===== config.mk =====
export PLATFORM = sky130hd
export DESIGN_NAME = trap_cmt_arb_flat
export DESIGN_NICKNAME = d
export VERILOG_FILES = /design/src/rtl/trap_cmt_arb_if.sv /design/src/rtl/trap_cmt_arb.sv /design/src/flat_wrapper.sv
export SDC_FILE = /design/constraint.sdc
export NUM_CORES = 1
export LEC_CHECK = 0
export CORE_ASPECT_RATIO = 1.25
export CORE_UTILIZATION = 35
export CTS_BUF_LIST = sky130_fd_sc_hd__clkbuf_8 sky130_fd_sc_hd__clkbuf_16
export CTS_CLUSTER_DIAMETER = 80
export DETAILED_ROUTE_END_ITERATION = 7
export PLACE_DENSITY = 0.76
export SYNTH_ARGS = -nofsm -noshare
export SYNTH_HDL_FRONTEND = slang
export SYNTH_SLANG_ARGS = --single-unit

===== constraint.sdc =====
create_clock -name clk -period 1.95 [get_ports clk]
set_input_delay 0.195 -clock clk [delete_from_list [all_inputs] [get_ports clk]]
set_output_delay 0.195 -clock clk [all_outputs]
set_load 0.01 [all_outputs]

===== src/rtl/trap_cmt_arb_if.sv =====
// Trap-commit arbiter bus: trap sources on one side, CSR update record on the
// other, plus debug/mret controls and the nesting status outputs.
interface trap_cmt_arb_if #(
   parameter int XLEN     = 32,
   parameter int PC_SIZE  = 32,
   parameter int NCH      = 2,
   parameter int NEST_MAX = 2
);
   localparam int CW = $clog2(NEST_MAX + 1);

   logic                    dbg_mode;
   logic [NCH-1:0]          req_vld;
   logic [NCH-1:0]          req_is_irq;
   logic [NCH*XLEN-1:0]     req_cause;
   logic [NCH*PC_SIZE-1:0]  req_epc;
   logic [NCH*XLEN-1:0]     req_tval;
   logic [NCH-1:0]          req_rdy;
   logic                    flush_req;
   logic                    mret_i;
   logic                    cmt_vld;
   logic                    cmt_rdy;
   logic [XLEN-1:0]         cmt_cause;
   logic [PC_SIZE-1:0]      cmt_epc;
   logic [XLEN-1:0]         cmt_tval;
   logic                    cmt_tval_ena;
   logic                    cmt_status_ena;
   logic [CW-1:0]           nest_cnt;
   logic                    lockup;

   // arbiter view
   modport slave (
      input  dbg_mode, req_vld, req_is_irq, req_cause, req_epc, req_tval,
             mret_i, cmt_rdy,
      output req_rdy, flush_req, cmt_vld, cmt_cause, cmt_epc, cmt_tval,
             cmt_tval_ena, cmt_status_ena, nest_cnt, lockup
   );

   // trap sources / CSR file view
   modport master (
      output dbg_mode, req_vld, req_is_irq, req_cause, req_epc, req_tval,
             mret_i, cmt_rdy,
      input  req_rdy, flush_req, cmt_vld, cmt_cause, cmt_epc, cmt_tval,
             cmt_tval_ena, cmt_status_ena, nest_cnt, lockup
   );
endinterface


===== src/rtl/trap_cmt_arb.sv =====
// Trap-commit arbiter: fixed-priority pick among NCH trap requests, one
// registered CSR update record held over a valid/ready handshake, trap
// nesting depth tracking against mret, sticky lockup on nesting overflow.
module trap_cmt_arb #(
   parameter int XLEN     = 32,
   parameter int PC_SIZE  = 32,
   parameter int NCH      = 2,
   parameter int NEST_MAX = 2
) (
   input  logic           clk,
   input  logic           rst,
   trap_cmt_arb_if.slave  bus
);
   localparam int CW = $clog2(NEST_MAX + 1);
   localparam logic [CW-1:0] NEST_TOP = CW'(NEST_MAX);

   typedef enum logic {IDLE, HOLD} state_t;

   typedef struct packed {
      logic [XLEN-1:0]    cause;
      logic [PC_SIZE-1:0] epc;
      logic [XLEN-1:0]    tval;
      logic               is_irq;
   } rec_t;

   state_t        state_q, state_d;
   rec_t          rec_q, rec_d;
   logic [CW-1:0] nest_q, nest_d;
   logic          lockup_q, lockup_d;

   logic [NCH-1:0] elig;
   logic [NCH-1:0] gnt;
   logic           any_gnt;
   logic           exc_pend;
   logic           ovf;
   logic           hs;
   logic           dec;

   // Per-channel eligibility. Interrupts wait until no trap is active; an
   // exception at full nesting depth is never granted (it trips lockup).
   for (genvar g = 0; g < NCH; g++) begin : g_elig
      assign elig[g] = bus.req_vld[g] & ~bus.dbg_mode & ~lockup_q &
                       (bus.req_is_irq[g] ? (nest_q == '0) : (nest_q != NEST_TOP));
   end

   assign exc_pend = |(bus.req_vld & ~bus.req_is_irq);
   assign ovf      = (state_q == IDLE) & ~bus.dbg_mode & ~lockup_q & exc_pend &
                     (nest_q == NEST_TOP);
   assign hs       = (state_q == HOLD) & bus.cmt_rdy;
   assign dec      = bus.mret_i & (nest_q != '0);

   // Grant the lowest eligible channel in IDLE and capture its record
   always_comb begin
      gnt     = '0;
      any_gnt = 1'b0;
      rec_d   = rec_q;
      state_d = state_q;
      if (state_q == IDLE) begin
         for (int i = 0; i < NCH; i++) begin
            if (elig[i] && !any_gnt) begin
               gnt[i]       = 1'b1;
               any_gnt      = 1'b1;
               rec_d.cause  = bus.req_cause[i*XLEN +: XLEN];
               rec_d.epc    = bus.req_epc[i*PC_SIZE +: PC_SIZE];
               rec_d.tval   = bus.req_tval[i*XLEN +: XLEN];
               rec_d.is_irq = bus.req_is_irq[i];
            end
         end
         if (any_gnt) state_d = HOLD;
      end else if (hs) begin
         state_d = IDLE;
      end
   end

   // Nesting depth: +1 on handshake, -1 on mret, both together cancel
   always_comb begin
      nest_d = nest_q;
      if (hs && !bus.mret_i) begin
         if (nest_q != NEST_TOP) nest_d = nest_q + 1'b1;
      end else if (dec && !hs) begin
         nest_d = nest_q - 1'b1;
      end
   end

   // Lockup is sticky until reset
   always_comb begin
      lockup_d = lockup_q | ovf;
   end

   // State, record, depth and lockup registers
   always_ff @(posedge clk) begin
      if (rst) begin
         state_q  <= IDLE;
         rec_q    <= '0;
         nest_q   <= '0;
         lockup_q <= 1'b0;
      end else begin
         state_q  <= state_d;
         rec_q    <= rec_d;
         nest_q   <= nest_d;
         lockup_q <= lockup_d;
      end
   end

   assign bus.req_rdy        = gnt;
   assign bus.flush_req      = any_gnt;
   assign bus.cmt_vld        = (state_q == HOLD);
   assign bus.cmt_cause      = rec_q.cause;
   assign bus.cmt_epc        = rec_q.epc;
   assign bus.cmt_tval       = rec_q.is_irq ? '0 : rec_q.tval;
   assign bus.cmt_tval_ena   = (state_q == HOLD) & ~rec_q.is_irq;
   assign bus.cmt_status_ena = (state_q == HOLD);
   assign bus.nest_cnt       = nest_q;
   assign bus.lockup         = lockup_q;
endmodule


===== src/flat_wrapper.sv =====
// flat-port wrapper written by rule: the top's interface ports become plain ports
module trap_cmt_arb_flat 
#(
   parameter int XLEN     = 32,
   parameter int PC_SIZE  = 32,
   parameter int NCH      = 2,
   parameter int NEST_MAX = 2
)
  (clk, rst, bus_dbg_mode, bus_req_vld, bus_req_is_irq, bus_req_cause, bus_req_epc, bus_req_tval, bus_mret_i, bus_cmt_rdy, bus_req_rdy, bus_flush_req, bus_cmt_vld, bus_cmt_cause, bus_cmt_epc, bus_cmt_tval, bus_cmt_tval_ena, bus_cmt_status_ena, bus_nest_cnt, bus_lockup);
  trap_cmt_arb_if #(.XLEN(XLEN), .PC_SIZE(PC_SIZE), .NCH(NCH), .NEST_MAX(NEST_MAX)) bus_i ();
  input  logic clk;
  input  logic rst;
  input wire logic [$bits(bus_i.dbg_mode)-1:0] bus_dbg_mode;
  input wire logic [$bits(bus_i.req_vld)-1:0] bus_req_vld;
  input wire logic [$bits(bus_i.req_is_irq)-1:0] bus_req_is_irq;
  input wire logic [$bits(bus_i.req_cause)-1:0] bus_req_cause;
  input wire logic [$bits(bus_i.req_epc)-1:0] bus_req_epc;
  input wire logic [$bits(bus_i.req_tval)-1:0] bus_req_tval;
  input wire logic [$bits(bus_i.mret_i)-1:0] bus_mret_i;
  input wire logic [$bits(bus_i.cmt_rdy)-1:0] bus_cmt_rdy;
  output wire logic [$bits(bus_i.req_rdy)-1:0] bus_req_rdy;
  output wire logic [$bits(bus_i.flush_req)-1:0] bus_flush_req;
  output wire logic [$bits(bus_i.cmt_vld)-1:0] bus_cmt_vld;
  output wire logic [$bits(bus_i.cmt_cause)-1:0] bus_cmt_cause;
  output wire logic [$bits(bus_i.cmt_epc)-1:0] bus_cmt_epc;
  output wire logic [$bits(bus_i.cmt_tval)-1:0] bus_cmt_tval;
  output wire logic [$bits(bus_i.cmt_tval_ena)-1:0] bus_cmt_tval_ena;
  output wire logic [$bits(bus_i.cmt_status_ena)-1:0] bus_cmt_status_ena;
  output wire logic [$bits(bus_i.nest_cnt)-1:0] bus_nest_cnt;
  output wire logic [$bits(bus_i.lockup)-1:0] bus_lockup;
  assign bus_i.dbg_mode = bus_dbg_mode;
  assign bus_i.req_vld = bus_req_vld;
  assign bus_i.req_is_irq = bus_req_is_irq;
  assign bus_i.req_cause = bus_req_cause;
  assign bus_i.req_epc = bus_req_epc;
  assign bus_i.req_tval = bus_req_tval;
  assign bus_i.mret_i = bus_mret_i;
  assign bus_i.cmt_rdy = bus_cmt_rdy;
  assign bus_req_rdy = bus_i.req_rdy;
  assign bus_flush_req = bus_i.flush_req;
  assign bus_cmt_vld = bus_i.cmt_vld;
  assign bus_cmt_cause = bus_i.cmt_cause;
  assign bus_cmt_epc = bus_i.cmt_epc;
  assign bus_cmt_tval = bus_i.cmt_tval;
  assign bus_cmt_tval_ena = bus_i.cmt_tval_ena;
  assign bus_cmt_status_ena = bus_i.cmt_status_ena;
  assign bus_nest_cnt = bus_i.nest_cnt;
  assign bus_lockup = bus_i.lockup;
  trap_cmt_arb #(.XLEN(XLEN), .PC_SIZE(PC_SIZE), .NCH(NCH), .NEST_MAX(NEST_MAX)) u_core (.clk(clk), .rst(rst), .bus(bus_i));
endmodule

Word level (Yosys, flattened, before mapping)

Index checks and enable logic that the tools add are counted.

Bits of input ports: 201
Flip-flop bits (word level): 101

Reduce and logical (&&, ||, !) cells: 13
Bitwise logic cells: 20
Add/subtract/negate cells: 2
Muxes and demuxes: 18
Eq/ne operators: 3

Operators with widths:

| operator                                                                | number |
|---|---|
| 97-bit 2-to-1 mux                                                       | 2 |
| 32-bit 2-to-1 mux                                                       | 1 |
| 1-bit bitwise AND                                                       | 13 |
| 1-bit 2-to-1 mux                                                        | 11 |
| 2-bit 2-to-1 mux                                                        | 4 |
| 2-bit nonzero test                                                      | 3 |
| 1-bit NOT                                                               | 4 |
| 2-bit AND reduction                                                     | 2 |
| 1-bit logical AND                                                       | 3 |
| 1-bit zero test                                                         | 3 |
| 2-bit by 1-bit adder with 2-bit output, second input constant           | 1 |
| 2-bit bitwise AND                                                       | 1 |
| 2-bit == test, second input constant                                    | 1 |
| 2-bit zero test                                                         | 1 |
| 2-bit by 1-bit inequality test with 1-bit output, second input constant | 1 |
| 2-bit inequality test, second input constant                            | 1 |
| 2-bit NOT                                                               | 1 |
| 2-bit OR reduction                                                      | 1 |
| 2-bit by 1-bit subtractor with 2-bit output, second input constant      | 1 |
| 1-bit bitwise OR                                                        | 1 |

Depth between registers and ports, before layout

Gate-level depths: netlist (run 1).

Depth in word-level cells: 12
Mapped depth: 8
Gate-level depth less buffers: 4

Least setup slack after synthesis (run 1)

No wires, ideal clock.

Kind: flip-flop to flip-flop
From: reg u_core.nest_q[0] (netlist: u_core.bus.nest_cnt[0])
To: reg u_core.rec_q[10] in the netlist's numbering
Data required time: 1.808 ns
Library setup time: 0.142 ns
Setup slack: -0.004 ns
Cell stages (with the launch flop): 7
Arrival: 1.812 ns
Cell sequence: dfxtp_1 -> clkbuf_1 -> a21bo_1 -> a2111oi_4 -> buf_2 -> clkbuf_1 -> a311oi_1

Longest elaborated chain between the ends: 9

RTL lines:

| element                                                  | line                | source |
|---|---|---|
| from (decl)                                              | trap_cmt_arb.sv:28  | `logic [CW-1:0] nest_q, nest_d;` |
| from (signal assigned)                                   | trap_cmt_arb.sv:100 | `nest_q <= nest_d;` |
| 2-bit inequality test or 2-bit zero test (tied branches) | trap_cmt_arb.sv:43  | `(bus.req_is_irq[g] ? (nest_q == '0) : (nest_q != NEST_TOP));` |
| 1-bit 2-to-1 mux                                         | trap_cmt_arb.sv:43  |  |
| 1-bit bitwise AND                                        | trap_cmt_arb.sv:42  | `assign elig[g] = bus.req_vld[g] & ~bus.dbg_mode & ~lockup_q &` |
| 1-bit 2-to-1 mux                                         | trap_cmt_arb.sv:60  | `if (elig[i] && !any_gnt) begin` |
| 1-bit 2-to-1 mux                                         | trap_cmt_arb.sv:58  | `if (state_q == IDLE) begin` |
| 1-bit zero test                                          | trap_cmt_arb.sv:60  |  |
| 1-bit logical AND                                        | trap_cmt_arb.sv:60  |  |
| 2-bit nonzero test (no line)                             | -                   |  |
| 2-bit AND reduction (no line)                            | -                   |  |
| to (signal assigned)                                     | trap_cmt_arb.sv:99  | `rec_q <= rec_d;` |
| to (decl)                                                | trap_cmt_arb.sv:27  | `rec_t rec_q, rec_d;` |

Parallel ways exist; a longest one is shown, timed or not. The select of a mux whose other input is x is not followed.
A chain may end at the register's enable or synchronous reset.

Final worst setup path (run 1)

From: reg u_core.nest_q[0] (netlist: u_core.bus.nest_cnt[0])
To: out bus_flush_req

Longest elaborated chain between the ends: 10

RTL lines:

| element                                                  | line               | source |
|---|---|---|
| 2-bit inequality test or 2-bit zero test (tied branches) | trap_cmt_arb.sv:43 |  |
| 1-bit 2-to-1 mux                                         | trap_cmt_arb.sv:43 |  |
| 1-bit bitwise AND                                        | trap_cmt_arb.sv:42 |  |
| 1-bit 2-to-1 mux                                         | trap_cmt_arb.sv:60 |  |
| 1-bit 2-to-1 mux                                         | trap_cmt_arb.sv:58 |  |
| 1-bit zero test                                          | trap_cmt_arb.sv:60 |  |
| 1-bit logical AND                                        | trap_cmt_arb.sv:60 |  |
| 1-bit 2-to-1 mux (*)                                     | trap_cmt_arb.sv:60 |  |
| 1-bit 2-to-1 mux (*) (2 in series)                       | trap_cmt_arb.sv:58 |  |
| to (decl)                                                | flat_wrapper.sv:22 | `output wire logic [$bits(bus_i.flush_req)-1:0] bus_flush_req;` |

Mark *: on every way between the ends. The rest lies on a longest branch, timed or not. The select of a mux whose other input is x is not followed.

==> results of run 1 <==
==> cell type report <==
| class | count | area [um^2] | area share [%] |
|---|---|---|---|
| well taps | 212 | 265.3 | 2.944 |
| clock buffers | 10 | 239.0 | 2.652 |
| clock inverters | 6 | 68.82 | 0.7638 |
| inverters | 2 | 7.507 | 0.08332 |
| flip-flops and latches | 101 | 2027 | 22.50 |
| repair buffers | 354 | 3636 | 40.36 |
| multi-input cells | 453 | 2766 | 30.70 |
==> worst max-delay path: stages, from the launching register on <==
cell,delay [ns]
dfxtp_4,0.37
a21bo_2,0.22
a2111oi_4,0.46
buf_4,0.20
buf_4,0.12
==> power by group through the flow <==
stage          logic, mW  registers (mW)  clock network [mW]
2_1_floorplan      0.896            2.36                   0
5_1_grt             1.94            2.36                2.01
4_1_cts             1.78            2.34                1.93
6_report            1.80            2.33                1.88
3_3_place_gp        1.76            2.38                   0
3_5_place_dp        1.78            2.38                   0
==> cells in the mapped netlist, drive strengths merged, types with 3 or more instances <==
master / instances
buf: 84
dfxtp: 101
nor2: 104
nand4: 97
a311oi: 97
nand2: 4
nor2b: 34
clkbuf: 71
nor3: 3
a21bo: 3
o21ai: 96
==> timing repair <==
item	in CTS	in global routing
pin swaps	0	1
resized for setup	3	13
endpoints found under the setup margin	5	46
cloned	0	1
buffers inserted	0	1
==> stage by stage <==
stage | util [%] | hold slack (ns) | area, um^2 | setup slack [ns] | power, mW
floorplan | - | 0.3685 | 5618 | 0.03502 | 3.254
global placement | 55.29 | 0.4791 | 8643 | -0.1914 | 4.136
detailed placement | 55.29 | 0.4856 | 8643 | -0.2900 | 4.160
CTS | 57.23 | 0.1638 | 8947 | -0.008325 | 6.045
global route | 57.63 | 0.1801 | 9010 | -0.05146 | 6.301
finish | 57.63 | 0.1884 | 9010 | 0.03073 | 6.010
==> per-layer routing <==
layer	up-vias	global-route usage (%)	share of wire [%]
met1	2933	25.63	39
met4	0	9.569	3.1
met3	41	6.580	8.7
met2	295	39.87	50
li1	3023	-	-
met5	-	0	0
==> final timing paths <==
| kind | slack, ns | start | end |
|---|---|---|---|
| hold / removal | 0.19 | rst | u_core.bus.cmt_cause[23]$_SDFFE_PP0P_ |
| hold reg to reg | 0.49 | u_core.rec_q[20]$_SDFFE_PP0P_ | u_core.rec_q[20]$_SDFFE_PP0P_ |
| setup reg to reg | 0.04 | u_core.bus.nest_cnt[0]$_SDFFE_PP0P_ | u_core.bus.cmt_epc[15]$_SDFFE_PP0P_ |
| setup / recovery | 0.03 | u_core.bus.nest_cnt[0]$_SDFFE_PP0P_ | bus_flush_req |
==> cell families (layout without fill, tap and decap cells) <==
| group | count (synthesis) | count (layout) | synth area share, % |
|---|---|---|---|
| buffers and inverters | 157 | 372 | 15.46 |
| AND/OR/NAND/NOR | 247 | 247 | 22.66 |
| AO/OA/AOI/OAI | 204 | 204 | 25.53 |
| multiplexers | 2 | 2 | 0.3564 |
| flip-flops | 101 | 101 | 36.00 |
==> sequential cells by signal, summed over array words and instances, names as in the netlist <==
register and cells:
u_core.bus.cmt_epc 32, u_core.bus.cmt_status_ena 1, u_core.rec_q 33, u_core.bus.nest_cnt 2
u_core.bus.cmt_cause 32, u_core.bus.lockup 1
==> impl_metrics.env, run 1 <==
export IMPL_grt_pass1_vias=5903
export IMPL_cts_tree="yes"
export IMPL_die_area_um2=16560
export IMPL_totalWireLength_um=19600
export IMPL_drive_gt1_share_pct=8.423
export IMPL_final_hold_viol_count=0
export IMPL_place_congestion=0.7733
export IMPL_final_cell_mix="clkdlybuf4s50_1, nor2_1, dfxtp_1, nand4_1"
export IMPL_powerDensity_nw_per_um2=667.1
export IMPL_dp_hpwl_um=13470
export IMPL_drtIter0Drc=382
export IMPL_dieHeight_um=143.6
export IMPL_hold_path_class="in -> reg"
export IMPL_end_kind="output pin"
export IMPL_ctsHoldBuffers=0
export IMPL_root_buffer="clkbuf_16"
export IMPL_syn_nets=912
export IMPL_ys_ff_latch=101
export IMPL_hold_depth=2
export IMPL_worstSetupPathType="reg -> out"
export IMPL_final_setup_viol_count=0
export IMPL_p_sw_share_pct=28.41
export IMPL_seqPwrFrac_pct=38.8
export IMPL_grt_antenna_before_repair=0
export IMPL_clockPowerShare_pct=31.2
export IMPL_worst_pin_slew_ns=0.5045
export IMPL_clkSinkCount=101
export IMPL_p_sw_mw=1.708
export IMPL_status="completed"
export IMPL_grt_max_degree=100
export IMPL_htreeDepth=3
export IMPL_synth_cell_types=26
export IMPL_antenna_left=0
export IMPL_numPortBuffers=305
export IMPL_synth_top_area_share_pct=36.00
export IMPL_irDropWorstVdd_uv=368.2
export IMPL_period_needed_ns=1.919
export IMPL_cp_required_ns=1.75
export IMPL_fill_cells=1424
export IMPL_worstPathArrival_ns=1.72
export IMPL_pwr_share_comb_pct=29.9
export IMPL_fin_crit_sh_pct=98.42
export IMPL_ys_seq_area_share_pct=36.00
export IMPL_grt_use_total_pct=22.80
export IMPL_ys_warnings_count=0
export IMPL_layout_commonest_cell="clkdlybuf4s50_1"
export IMPL_fin_cells=1138
export IMPL_clk_path_buf_depth=2
export IMPL_synth_flop_cell="dfxtp_1"
export IMPL_relSlewSlack_pct=66.37
export IMPL_synth_edf_count=0
export IMPL_start_kind="register"
export IMPL_rows=51
export IMPL_synth_area_leaders="dfxtp_1, a311oi_1, nand4_1, buf_4, o21ai_0"
export IMPL_reg2reg_depth=6
export IMPL_area_growth_pct=60.41
export IMPL_cp_max_fo=7
export IMPL_start_util_pct=35.93
export IMPL_dp_cells=1120
export IMPL_setup_tns_ns=0
export IMPL_slew_violations=0
export IMPL_vias_per_cell=5.529
export IMPL_insertedDiodeCount=0
export IMPL_gr_total_overflow=0
export IMPL_num_io_pins=306
export IMPL_p_leak_nw=3.096
export IMPL_dr_pass1_iters=5
export IMPL_synth_top_area_cell="dfxtp_1"
export IMPL_fmax_mhz=521.0
export IMPL_synth_area_um2=5617
export IMPL_cts_made_buffers=9
export IMPL_fin_nets=1122
export IMPL_synthCells=711
export IMPL_path_clk_slew_ns=0.08
export IMPL_p_int_mw=4.303
export IMPL_async_flop_share_pct=0
export IMPL_synth_avg_cell_area_um2=7.900
export IMPL_wl_per_cell_um=17.22
export IMPL_grt_pass1_wl_um=30010
export IMPL_drc=0
export IMPL_die_w_um=115.3
export IMPL_dr_total_vias=6292
export IMPL_fin_worst_skew_ns=0.01370
export IMPL_clock_latency_ns=0.35
export IMPL_maxCapViolCount=0
export IMPL_core_area_um2=15630
No activity file was read; power rests on OpenSTA's default activity.
==> run 2: changes to the inputs <==
--- a/config.mk
+++ b/config.mk
@@ -6,11 +6,12 @@
 export NUM_CORES = 1
 export LEC_CHECK = 0
 export CORE_ASPECT_RATIO = 1.25
-export CORE_UTILIZATION = 35
+export CORE_UTILIZATION = 36
 export CTS_BUF_LIST = sky130_fd_sc_hd__clkbuf_8 sky130_fd_sc_hd__clkbuf_16
 export CTS_CLUSTER_DIAMETER = 80
 export DETAILED_ROUTE_END_ITERATION = 7
-export PLACE_DENSITY = 0.76
+export PLACE_DENSITY = 0.78
 export SYNTH_ARGS = -nofsm -noshare
 export SYNTH_HDL_FRONTEND = slang
 export SYNTH_SLANG_ARGS = --single-unit
+export TNS_END_PERCENT = 50
==> run 2 against run 1 <==
  * Clock power fell by 3%
  * Sequential cell count did not move
  * Final cell count fell by 0.53%
  * Power fell by 0.81%
  * Die area fell by 2.7%
  * Worst setup slack improved by 0.0072 ns
==> impl_metrics.env, run 2 (same netlist as run 1, synthesis figures left out) <==
export IMPL_reg2reg_depth=7
export IMPL_rows=50
export IMPL_hold_depth=2
export IMPL_dieHeight_um=141.7
export IMPL_insertedDiodeCount=0
export IMPL_final_setup_viol_count=0
export IMPL_core_area_um2=15140
export IMPL_holdWs_ns=0.2097
export IMPL_start_kind="register"
export IMPL_relSlewSlack_pct=69.64
export IMPL_grt_use_total_pct=23.71
export IMPL_antenna_left=0
export IMPL_r2r_slack_ns=0.07
export IMPL_cts_tree="yes"
export IMPL_rsz0062_at_grt="yes"
export IMPL_cp_max_fo=7
export IMPL_cp_required_ns=1.75
export IMPL_largest_reg_flops=33
export IMPL_hold_path_class="in -> reg"
export IMPL_powerDensity_nw_per_um2=662.5
export IMPL_gr_total_overflow=0
export IMPL_dr_pass1_iters=5
export IMPL_status="completed"
export IMPL_setup_tns_ns=0
export IMPL_irDropWorstVdd_uv=514.0
export IMPL_die_w_um=113.7
export IMPL_clock_latency_ns=0.34
export IMPL_cp_slowest_stage_delay_ns=0.36
export IMPL_dr_total_vias=6299
export IMPL_fin_crit_sh_pct=98.06
export IMPL_grt_pass1_wl_um=30350
export IMPL_final_cell_mix="clkdlybuf4s50_1, nor2_1, dfxtp_1, nand4_1, o21ai_0"
export IMPL_maxCapViolCount=0
export IMPL_clkSinkCount=101
export IMPL_layout_commonest_cell="clkdlybuf4s50_1"
export IMPL_drtIter0Drc=652
export IMPL_final_hold_viol_count=0
export IMPL_totalWireLength_um=20070
export IMPL_crit_end="bus_flush_req"
export IMPL_cts_made_buffers=9
export IMPL_r2r_start="u_core.bus.nest_cnt[0]$_SDFFE_PP0P_"
export IMPL_path_clk_slew_ns=0.07
export IMPL_fmax_mhz=523.0
export IMPL_crit_chain="a21bo_2 > a2111oi_4 > buf_4 > dlygate4sd2_1"
export IMPL_num_io_pins=306
export IMPL_worst_pin_slew_ns=0.4554
export IMPL_top_register="u_core.rec_q"
export IMPL_vias_per_cell=5.564
export IMPL_fin_cells=1132
export IMPL_fin_total_pwr_mw=5.961
export IMPL_slew_violations=0
export IMPL_numPortBuffers=305
export IMPL_end_kind="output pin"
export IMPL_wl_per_cell_um=17.73
export IMPL_period_needed_ns=1.912
export IMPL_p_leak_nw=3.097
export IMPL_fin_nets=1120
export IMPL_place_congestion=0.8408
export IMPL_dp_cells=1113
export IMPL_grt_pass1_vias=5963
export IMPL_worstPathArrival_ns=1.72
export IMPL_crit_path_top_delay_cell="dfxtp_2"
export IMPL_start_util_pct=37.10
export IMPL_utilization_pct=59.44
export IMPL_root_buffer="clkbuf_16"
export IMPL_dp_hpwl_um=13530
export IMPL_min_from="rst"
export IMPL_grt_antenna_before_repair=0
export IMPL_htreeDepth=3
export IMPL_grt_max_degree=100
export IMPL_fin_worst_skew_ns=0.007645
export IMPL_rr_endpoint="u_core.rec_q[21]$_SDFFE_PP0P_"
export IMPL_worstSetupPathType="reg -> out"
export IMPL_drive_gt1_share_pct=8.333
export IMPL_drc=0
export IMPL_ctsHoldBuffers=0
export IMPL_clk_path_buf_depth=2
export IMPL_die_area_um2=16110
export IMPL_startpoint="u_core.bus.nest_cnt[0]$_SDFFE_PP0P_"
export IMPL_area_growth_pct=60.21
## run 2: changes by cell type in the layout (fill, tap and decap cells not counted), sizes merged
cell and change:
buf -4, clkbuf +1, clkdlybuf4s50 -1, clkinv -1
clkinvlp +2, dlygate4sd2 +1, dlymetal6s2s +1, inv -1
## run 2: worst min-delay path by stage
stage / to / slack, ns
global placement: u_core.rec_q[25]$_SDFFE_PP0P_ / 0.48
detailed placement: u_core.rec_q[29]$_SDFFE_PP0P_ / 0.49
finish: u_core.bus.lockup$_SDFF_PP0_ / 0.21
global route: u_core.bus.lockup$_SDFF_PP0_ / 0.22
CTS: u_core.bus.lockup$_SDFF_PP0_ / 0.19
floorplan: u_core.rec_q[0]$_SDFFE_PP0P_ / 0.37
## run 2: area by class of cell
class	instances	area (um^2)
well taps	208	260.3
flip-flops and latches	101	2026
clock inverters	6	56.30
multi-input cells	453	2781
clock buffers	10	239.0
repair buffers	352	3628
fillers	1356	6141
inverters	2	7.507
## run 2: metrics by stage
step / setup WS, ns / cell area (um^2)
global route: -0.06826 / 8999
global placement: -0.2202 / 8603
detailed placement: -0.2724 / 8603
finish: 0.03790 / 8999
floorplan: 0.03502 / 5618
CTS: 0.001366 / 8895
## run 2: what timing repair did
item,4_1_cts,5_1_grt
setup buffers,0,1
gates resized for setup,3,12
pin swaps,0,6
endpoints found under the setup margin,4,83
gates cloned,0,2
## run 2: routing by layer
layer  up-vias  wire length, um  GRT usage [%]
met1      2943             7708          26.99
li1       3015                -              -
met2       304            10050          41.91
met3        37             1784          6.578
met5         -                0              0
met4         0              529          8.864
## run 2: power breakdown
part	internal, mW	total (mW)	switching, mW
registers	2.25	2.34	0.0952
clock network	1.02	1.82	0.800
logic	1.01	1.80	0.788
total	4.28	5.96	1.68
## run 2: critical path, delay by kind of cell (launching register included)
family,cells,cell delay [ns]
DFF,1,0.36
AOI/OAI and AO/OA,2,0.56
buffers and inverters,2,0.47
